`config.mk`:
```
export PLATFORM = sky130hd
export DESIGN_NAME = fp2pos_int
export DESIGN_NICKNAME = d
export VERILOG_FILES = /design/src/rtl/fp_pkg.sv /design/src/rtl/fp_classify.sv /design/src/rtl/fp2pos_int.sv
export SDC_FILE = /design/constraint.sdc
export NUM_CORES = 1
export LEC_CHECK = 0
export BUFFER_PORTS_ARGS = -buffer_cell sky130_fd_sc_hd__buf_4
export CORE_UTILIZATION = 50
export CTS_CLUSTER_SIZE = 24
export DETAILED_ROUTE_END_ITERATION = 12
export MAX_ROUTING_LAYER = met4
export PLACE_DENSITY = 0.75
export SKIP_CTS_REPAIR_TIMING = 1
export SLEW_MARGIN = 15
export SYNTH_ARGS = -nofsm -noshare
export SYNTH_HDL_FRONTEND = slang
export SYNTH_SLANG_ARGS = --single-unit
export TNS_END_PERCENT = 30
```
`constraint.sdc`:
```
create_clock -name iClk -period 1.9 [get_ports iClk]
set_input_delay 0.38 -clock iClk [delete_from_list [all_inputs] [get_ports iClk]]
set_output_delay 0.38 -clock iClk [all_outputs]
set_load 0.02 [all_outputs]
```
`src/rtl/fp_pkg.sv`:
```
// fp_pkg: FP32 field widths, exponent limits and operand classes shared by the float<->integer stages.
package fp_pkg;
  localparam int FP_W     = 32;
  localparam int FP_EXP_W = 8;
  localparam int FP_MAN_W = 23;
  localparam int FP_BIAS  = 127;
  localparam logic [FP_EXP_W-1:0] EXP_NORM_MIN = 8'h7E;
  localparam logic [FP_EXP_W-1:0] EXP_NORM_MAX = 8'h86;
  localparam logic [FP_EXP_W-1:0] EXP_BIG_MIN  = 8'h87;
  localparam logic [FP_EXP_W-1:0] EXP_SPECIAL  = 8'hFF;
  typedef enum logic [2:0] {
    FP_ZERO,
    FP_TINY,
    FP_NORM,
    FP_BIG,
    FP_INF,
    FP_NAN,
    FP_NEG
  } fp_class_t;
endpackage

```
`src/rtl/fp_classify.sv`:
```
// fp_classify: combinational FP32 unpack into class, biased exponent and mantissa with hidden bit.
module fp_classify
  import fp_pkg::*;
(
  input  logic [FP_W-1:0]     fp,
  output fp_class_t           cls,
  output logic [FP_EXP_W-1:0] e,
  output logic [FP_MAN_W:0]   m
);
  logic                s;
  logic [FP_MAN_W-1:0] f;
  assign s = fp[FP_W-1];
  assign e = fp[FP_W-2:FP_MAN_W];
  assign f = fp[FP_MAN_W-1:0];
  assign m = {1'b1, f};
  // Order matters: zero beats sign (-0.0 is plain zero), NaN beats sign.
  assign cls = (e == '0)                       ? FP_ZERO :
               (e == EXP_SPECIAL && f != '0)   ? FP_NAN  :
               s                               ? FP_NEG  :
               (e == EXP_SPECIAL)              ? FP_INF  :
               (e < EXP_NORM_MIN)              ? FP_TINY :
               (e <= EXP_NORM_MAX)             ? FP_NORM : FP_BIG;
endmodule

```
`src/rtl/fp2pos_int.sv`:
```
// fp2pos_int: two-stage FP32 -> unsigned 8-bit converter with valid/ready, saturation flags and counter.
// Define FP2POS_INT_ROUND_EN for round-to-nearest-even; otherwise the NORM path truncates.
module fp2pos_int
  import fp_pkg::*;
(
  input  logic            iClk,
  input  logic            iRst,
  input  logic [FP_W-1:0] iFP,
  input  logic            iValid,
  output logic            oReady,
  output logic [7:0]      oPosINT,
  output logic            oValid,
  input  logic            iReady,
  output logic            oSat,
  output logic            oNeg,
  output logic [15:0]     oSatCnt,
  input  logic            iSatClr
);
  fp_class_t           c_cls, s1_cls;
  logic [FP_EXP_W-1:0] c_e, s1_e;
  logic [FP_MAN_W:0]   c_m, s1_m;
  logic                s1_valid, s1_load, s2_load, out_xfer;
  logic [4:0]          sh;
  logic [7:0]          ip, norm_int, n_int;
  logic                norm_sat, n_sat, n_neg;
  fp_classify u_classify (.fp(iFP), .cls(c_cls), .e(c_e), .m(c_m));
  assign s2_load  = !oValid || iReady;
  assign s1_load  = !s1_valid || s2_load;
  assign oReady   = s1_load;
  assign out_xfer = oValid && iReady;
  // NORM exponents 7E..86 map to right shifts of 24..16, so 5 bits suffice.
  assign sh = 5'(8'(FP_BIAS + FP_MAN_W) - s1_e);
  assign ip = 8'(s1_m >> sh);
`ifdef FP2POS_INT_ROUND_EN
  logic       guard, sticky, up;
  logic [8:0] rnd;
  assign guard  = |(s1_m & (24'd1 << (sh - 5'd1)));
  assign sticky = |(s1_m & ((24'd1 << (sh - 5'd1)) - 24'd1));
  assign up     = guard && (sticky || ip[0]);
  assign rnd    = {1'b0, ip} + {8'd0, up};
  assign norm_int = rnd[8] ? 8'hFF : rnd[7:0];
  assign norm_sat = rnd[8];
`else
  assign norm_int = ip;
  assign norm_sat = 1'b0;
`endif
  assign n_int = (s1_cls == FP_BIG || s1_cls == FP_INF) ? 8'hFF :
                 (s1_cls == FP_NORM)                    ? norm_int : 8'd0;
  assign n_sat = s1_cls == FP_BIG || s1_cls == FP_INF || (s1_cls == FP_NORM && norm_sat);
  assign n_neg = s1_cls == FP_NEG || s1_cls == FP_NAN;
  always_ff @(posedge iClk or posedge iRst) begin
    if (iRst) begin
      s1_valid <= 1'b0;
      s1_cls   <= FP_ZERO;
      s1_e     <= '0;
      s1_m     <= '0;
      oValid   <= 1'b0;
      oPosINT  <= 8'd0;
      oSat     <= 1'b0;
      oNeg     <= 1'b0;
    end else begin
      if (s1_load) begin
        s1_valid <= iValid;
        if (iValid) begin
          s1_cls <= c_cls;
          s1_e   <= c_e;
          s1_m   <= c_m;
        end
      end
      if (s2_load) begin
        oValid <= s1_valid;
        if (s1_valid) begin
          oPosINT <= n_int;
          oSat    <= n_sat;
          oNeg    <= n_neg;
        end
      end
    end
  end
  always_ff @(posedge iClk or posedge iRst) begin
    if (iRst) oSatCnt <= 16'd0;
    else if (iSatClr) oSatCnt <= 16'd0;
    else if (out_xfer && oSat && oSatCnt != 16'hFFFF) oSatCnt <= oSatCnt + 16'd1;
  end
endmodule

```
Yosys cells after proc, flatten, opt, wreduce, memory -nomap -nowiden
Index checks and enable logic that the tools add are counted.
{ "classes": {"add_sub_neg": 2, "magnitude_cmp": 2, "eq_ne": 7, "shift": 1, "muxes": 10, "n_reduce_logical": 15} }
{ "ops": {"columns": ["op", "count"], "rows": [
  ["$mux 16", 2],
  ["$shr 24x5->8", 1],
  ["$reduce_bool 23->1", 1],
  ["$add 16x1->16 const B", 1],
  ["$mux 8", 2],
  ["$ne 16x16->1 const B", 1],
  ["$mux 3", 5],
  ["$eq 3x3->1 const B", 3],
  ["$eq 8x8->1 const B", 1],
  ["$le 8x8->1 const B", 1],
  ["$logic_not 8->1", 1],
  ["$lt 8x7->1 const B", 1],
  ["$eq 3x2->1 const B", 2],
  ["$sub 5x5->5 const A", 1],
  ["$logic_and 1x1->1", 4],
  ["$logic_or 1x1->1", 4],
  ["$reduce_and 2->1", 2],
  ["$logic_not 1->1", 2],
  ["$reduce_bool 2->1", 1],
  ["$mux 1", 1]
]} }
{ "word_totals": {"register_bits": 60, "out_inout_bits": 28} }

Logic depth before layout (Yosys ltp)
{ "depth": {"depth_word": 7, "mapped_depth": 8, "mapped_depth_nobuf": 6} }

By module
Synthesis repeated with hierarchy kept, for this count alone.
{ "unflattened": {"cells_unflattened": 384, "hier_area_um2": 4086.4} }
{ "by_module_without_submodules": {"columns": ["mod", "instances", "cells_per_inst", "area_each_um2", "seq_area_each_um2"], "rows": [
  ["fp2pos_int", 1, 325, 3668.5, 1501.4],
  ["fp_classify", 1, 59, 417.9, 0.0]
]} }

Worst setup path after synthesis
No wires, ideal clock.
{ "synth_timing": {"path_kind": "flip-flop to flip-flop", "startpoint": "reg s1_e[1]", "endpoint": "reg oPosINT[0]", "setup_ns": 0.129, "arrival_time_ns": 1.928, "required_ns": 1.771, "slack_ns": -0.157, "path_stages_with_launch": 9, "period_less_slack_ns": 2.057, "cell_sequence": "dfrtp_1 -> ha_1 -> buf_4 -> buf_4 -> mux2i_1 -> mux2i_1 -> mux2i_1 -> o32ai_1 -> a2111o_1"} }
{ "synth_via": {"elab_chain_cells": 4} }
{ "synth_rtl": {"columns": ["element", "line_no", "text"], "rows": [
  ["start: declaration", "fp2pos_int.sv:20", "logic [FP_EXP_W-1:0] c_e, s1_e;"],
  ["start signal: assignment", "fp2pos_int.sv:55", "s1_e <= '0;"],
  ["start signal: assignment", "fp2pos_int.sv:66", "s1_e <= c_e;"],
  ["$sub 5x5->5", "fp2pos_int.sv:32", "assign sh = 5'(8'(FP_BIAS + FP_MAN_W) - s1_e);"],
  ["$shr 24x5->8", "fp2pos_int.sv:33", "assign ip = 8'(s1_m >> sh);"],
  ["$mux 8", "fp2pos_int.sv:48", "(s1_cls == FP_NORM) ? norm_int : 8'd0;"],
  ["$mux 8", "fp2pos_int.sv:47", "assign n_int = (s1_cls == FP_BIG || s1_cls == FP_INF) ? 8'hFF :"],
  ["end signal: assignment", "fp2pos_int.sv:73", "oPosINT <= n_int;"],
  ["end: declaration", "fp2pos_int.sv:11", "output logic [7:0] oPosINT,"]
]} }
Every way passes these cells.
A chain may end at the register's enable or synchronous reset.

Worst setup path in the final report
{ "layout_timing": {"startpoint": "reg s1_e[0]", "endpoint": "reg oPosINT[0]"} }
The elaborated chain is that of the path after synthesis.

==> flow_summary.json <==
{
  "dpl_cell_area_um2": 4410,
  "synth.top_cells.by_count": "60 x dfrtp_1, 44 x mux2i_1, 31 x mux2_2",
  "regArea_um2": 1500,
  "yosys_warnings": 0,
  "min_period_ns": 2.06,
  "numCtsBuffers": 9,
  "diodes": 0,
  "cp.required_ns": 2.12,
  "p_int_uw": 3060,
  "pre_cts_ws_ns": -0.244,
  "fp.dieH_um": 87.3,
  "crit_path_frequent_cell": "mux2i_1",
  "vias": 3034,
  "wl_um": 9300,
  "holdCritPathClass": "in2async",
  "cp_top_family": "multiplexers",
  "cp_slowest_cell": "dfrtp_1",
  "yosysSeqAreaShare": 0.412,
  "firstDrtPassIters": 6,
  "clock_sinks": 60,
  "grt_pass1_wl_um": 14100,
  "dpl.hpwl_um": 6740,
  "timing.final.ws_setup_ns": -0.159,
  "die_w_um": 87.3,
  "status": "finished with violations",
  "drtAntennaViolNets": 0,
  "clock.fmax_ghz": 0.486,
  "synth_fp_nets": 376,
  "wire_per_inst_um": 17.7,
  "cts_root_buffer": "clkbuf_8",
  "grt_max_degree": 61,
  "synthCells": 337,
  "antenna_found_initial": 0,
  "finalHoldViolations": 0,
  "avgSynthCellArea_um2": 10.8,
  "path_class": "reg2reg",
  "start_kind": "flop",
  "nFillCells": 532,
  "cp.arrival_ns": 2.28,
  "ys_types": 55,
  "worst-slew-pin-transition_ns": 0.460,
  "pwr-share-seq": 0.355,
  "syn_area_um2": 3640,
  "p_leak_uw": 0.00207,
  "io_pins": 65,
  "switchingPower_uw": 1560,
  "fin_area_um2": 4780,
  "finalCritPeriodShare": 1.08,
  "portBuffers": 64,
  "core_um2": 6910,
  "synth_top_area_cell": "dfrtp_1",
  "slew_viol_final": 0,
  "cts.path.max_buffers": 2,
  "areaGrowthSynthToFinish_pct": 31.4,
  "htreeDepth": 3,
  "p_clk_frac": 0.252,
  "synth_area_leaders": "dfrtp_1 41%, mux2i_1 12%, mux2_2 9.6%",
  "drtIter0Drc": 275,
  "p_per_area_nw_per_um2": 966,
  "worstSetupEndpointType": "flop",
  "total_power_uw": 4620,
  "setup_viol": 7,
  "synth_top_area_frac": 0.412,
  "maxCapViolCount": 0,
  "synth_edf_count": 0,
  "place.gp.congestion": 0.912,
  "synth-seq-cells": 60,
  "fin_worst_skew_ns": 0.00722,
  "start_util": 0.527,
  "p_sw_frac": 0.337,
  "grt_usage": 0.252,
  "clk-insertion-delay-late_ns": 0.35,
  "critPathMaxFanout": 8,
  "cp_num_buf_inv": 1,
  "rows": 30,
  "cts_tree": "yes",
  "drc_errors": 0,
  "clkSlewWorstSetupHoldPaths_ns": 0.07,
  "worstPathCellList": "ha_4 > clkbuf_16 > mux2i_2 > mux2i_1 > mux2i_1 > nor3_1 > a2111o_1",
  "nNetsFinal": 464,
  "pwr-share-comb": 0.393,
  "slew_headroom": 0.692,
  "rsz0062_at_grt": "true",
  "violations": "negative setup slack",
  "async_reset_ff_frac": 1.00,
  "grt_pass1_vias": 2867,
  "yosysMostFrequentCell": "dfrtp_1",
  "dieArea_um2": 7630,
  "ir_drop_mv": 0.561,
  "drive_above_1_share": 0.428,
  "grt_overflow": 0,
  "ys.flop_type": "dfrtp_1",
  "multi_input_area_um2": 2170,
  "viasPerCell": 5.77,
  "critPathMaxStageDelay_ns": 0.42
}
==> kinds of logic after synthesis <==
logic type / after synthesis / synth area share
and+or+nand+nor: 103 / 0.152
DFF: 60 / 0.412
AOI/OAI and AO/OA: 50 / 0.103
adders and majority gates: 2 / 0.00687
buffers and inverters: 22 / 0.0289
muxes: 80 / 0.245
xor gates and xnor gates: 20 / 0.0522
==> worst min-delay path, stage by stage <==
cell and delay [ns]:
buf_4 0.11, inv_2 0.06, buf_12 0.29
==> registers in the layout, summed over array words and instances, names as in the netlist <==
signal,cells
s1_m,24
oNeg,1
oValid,1
oPosINT,8
s1_valid,1
oSat,1
s1_cls,3
s1_e,5
oSatCnt,16
==> per-layer routing <==
layer,share of wire,vias up,routed length (um),track usage
li1,-,1441,-,-
met1,0.46,1496,4310,0.342
met2,0.48,81,4440,0.376
met3,0.043,16,404,0.0436
met4,0.016,0,148,0.103
met5,0,-,0,-
==> metrics by stage <==
step / TNS [ns] / instances / util / hold slack (ns)
CTS: -1.18 / 525 / 0.668 / 0.107
floorplan: -0.185 / 337 / - / 0.473
finish: -0.744 / 526 / 0.693 / 0.0915
global placement: -0.643 / 509 / 0.639 / 0.467
global route: -1.36 / 526 / 0.693 / 0.122
detailed placement: -1.03 / 509 / 0.639 / 0.474
==> power by group through the flow <==
stage / Sequential (uW) / Clock [uW] / Combinational, uW
after floorplan: 1660 / 0 / 985
after global placement: 1620 / 0 / 1550
after detailed placement: 1630 / 0 / 1590
after CTS: 1610 / 1180 / 1590
after global routing: 1660 / 1230 / 1930
final: 1640 / 1160 / 1820
==> worst paths after layout <==
path | to | cells past startpoint | slack, ns | from
max in group asynchronous | s1_e[2] | 3 | 1.55 | iRst
max | oPosINT[0] | 7 | -0.16 | s1_e[0]
min in group iClk | s1_valid | 2 | 0.25 | iValid
max reg2reg | oPosINT[0] | 7 | -0.16 | s1_e[0]
min reg2reg | oNeg | 2 | 0.50 | oNeg
min | oSatCnt[4] | 3 | 0.09 | iRst
==> area by class of cell <==
type,count,area share
Multi-Input combinational cell,255,0.454
Clock inverter,5,0.0105
Clock buffer,11,0.0317
Inverter,4,0.00314
Tap cell,96,0.0251
Sequential cell,60,0.314
Timing Repair Buffer,95,0.162
==> layout by cell type (no fill, tap or decap), drive strengths merged, types with 7 or more instances in the layout <==
master and instances:
mux2 32, mux2i 44, nand3 11, a211oi 8
clkbuf 12, o21ai 7, nor4 10, buf 94
nor2 24, a21oi 11, nand2 19, nand4 7
xnor2 15, dfrtp 60, nand2b 7, nor3 8
Power figures use the tool's default switching activity.
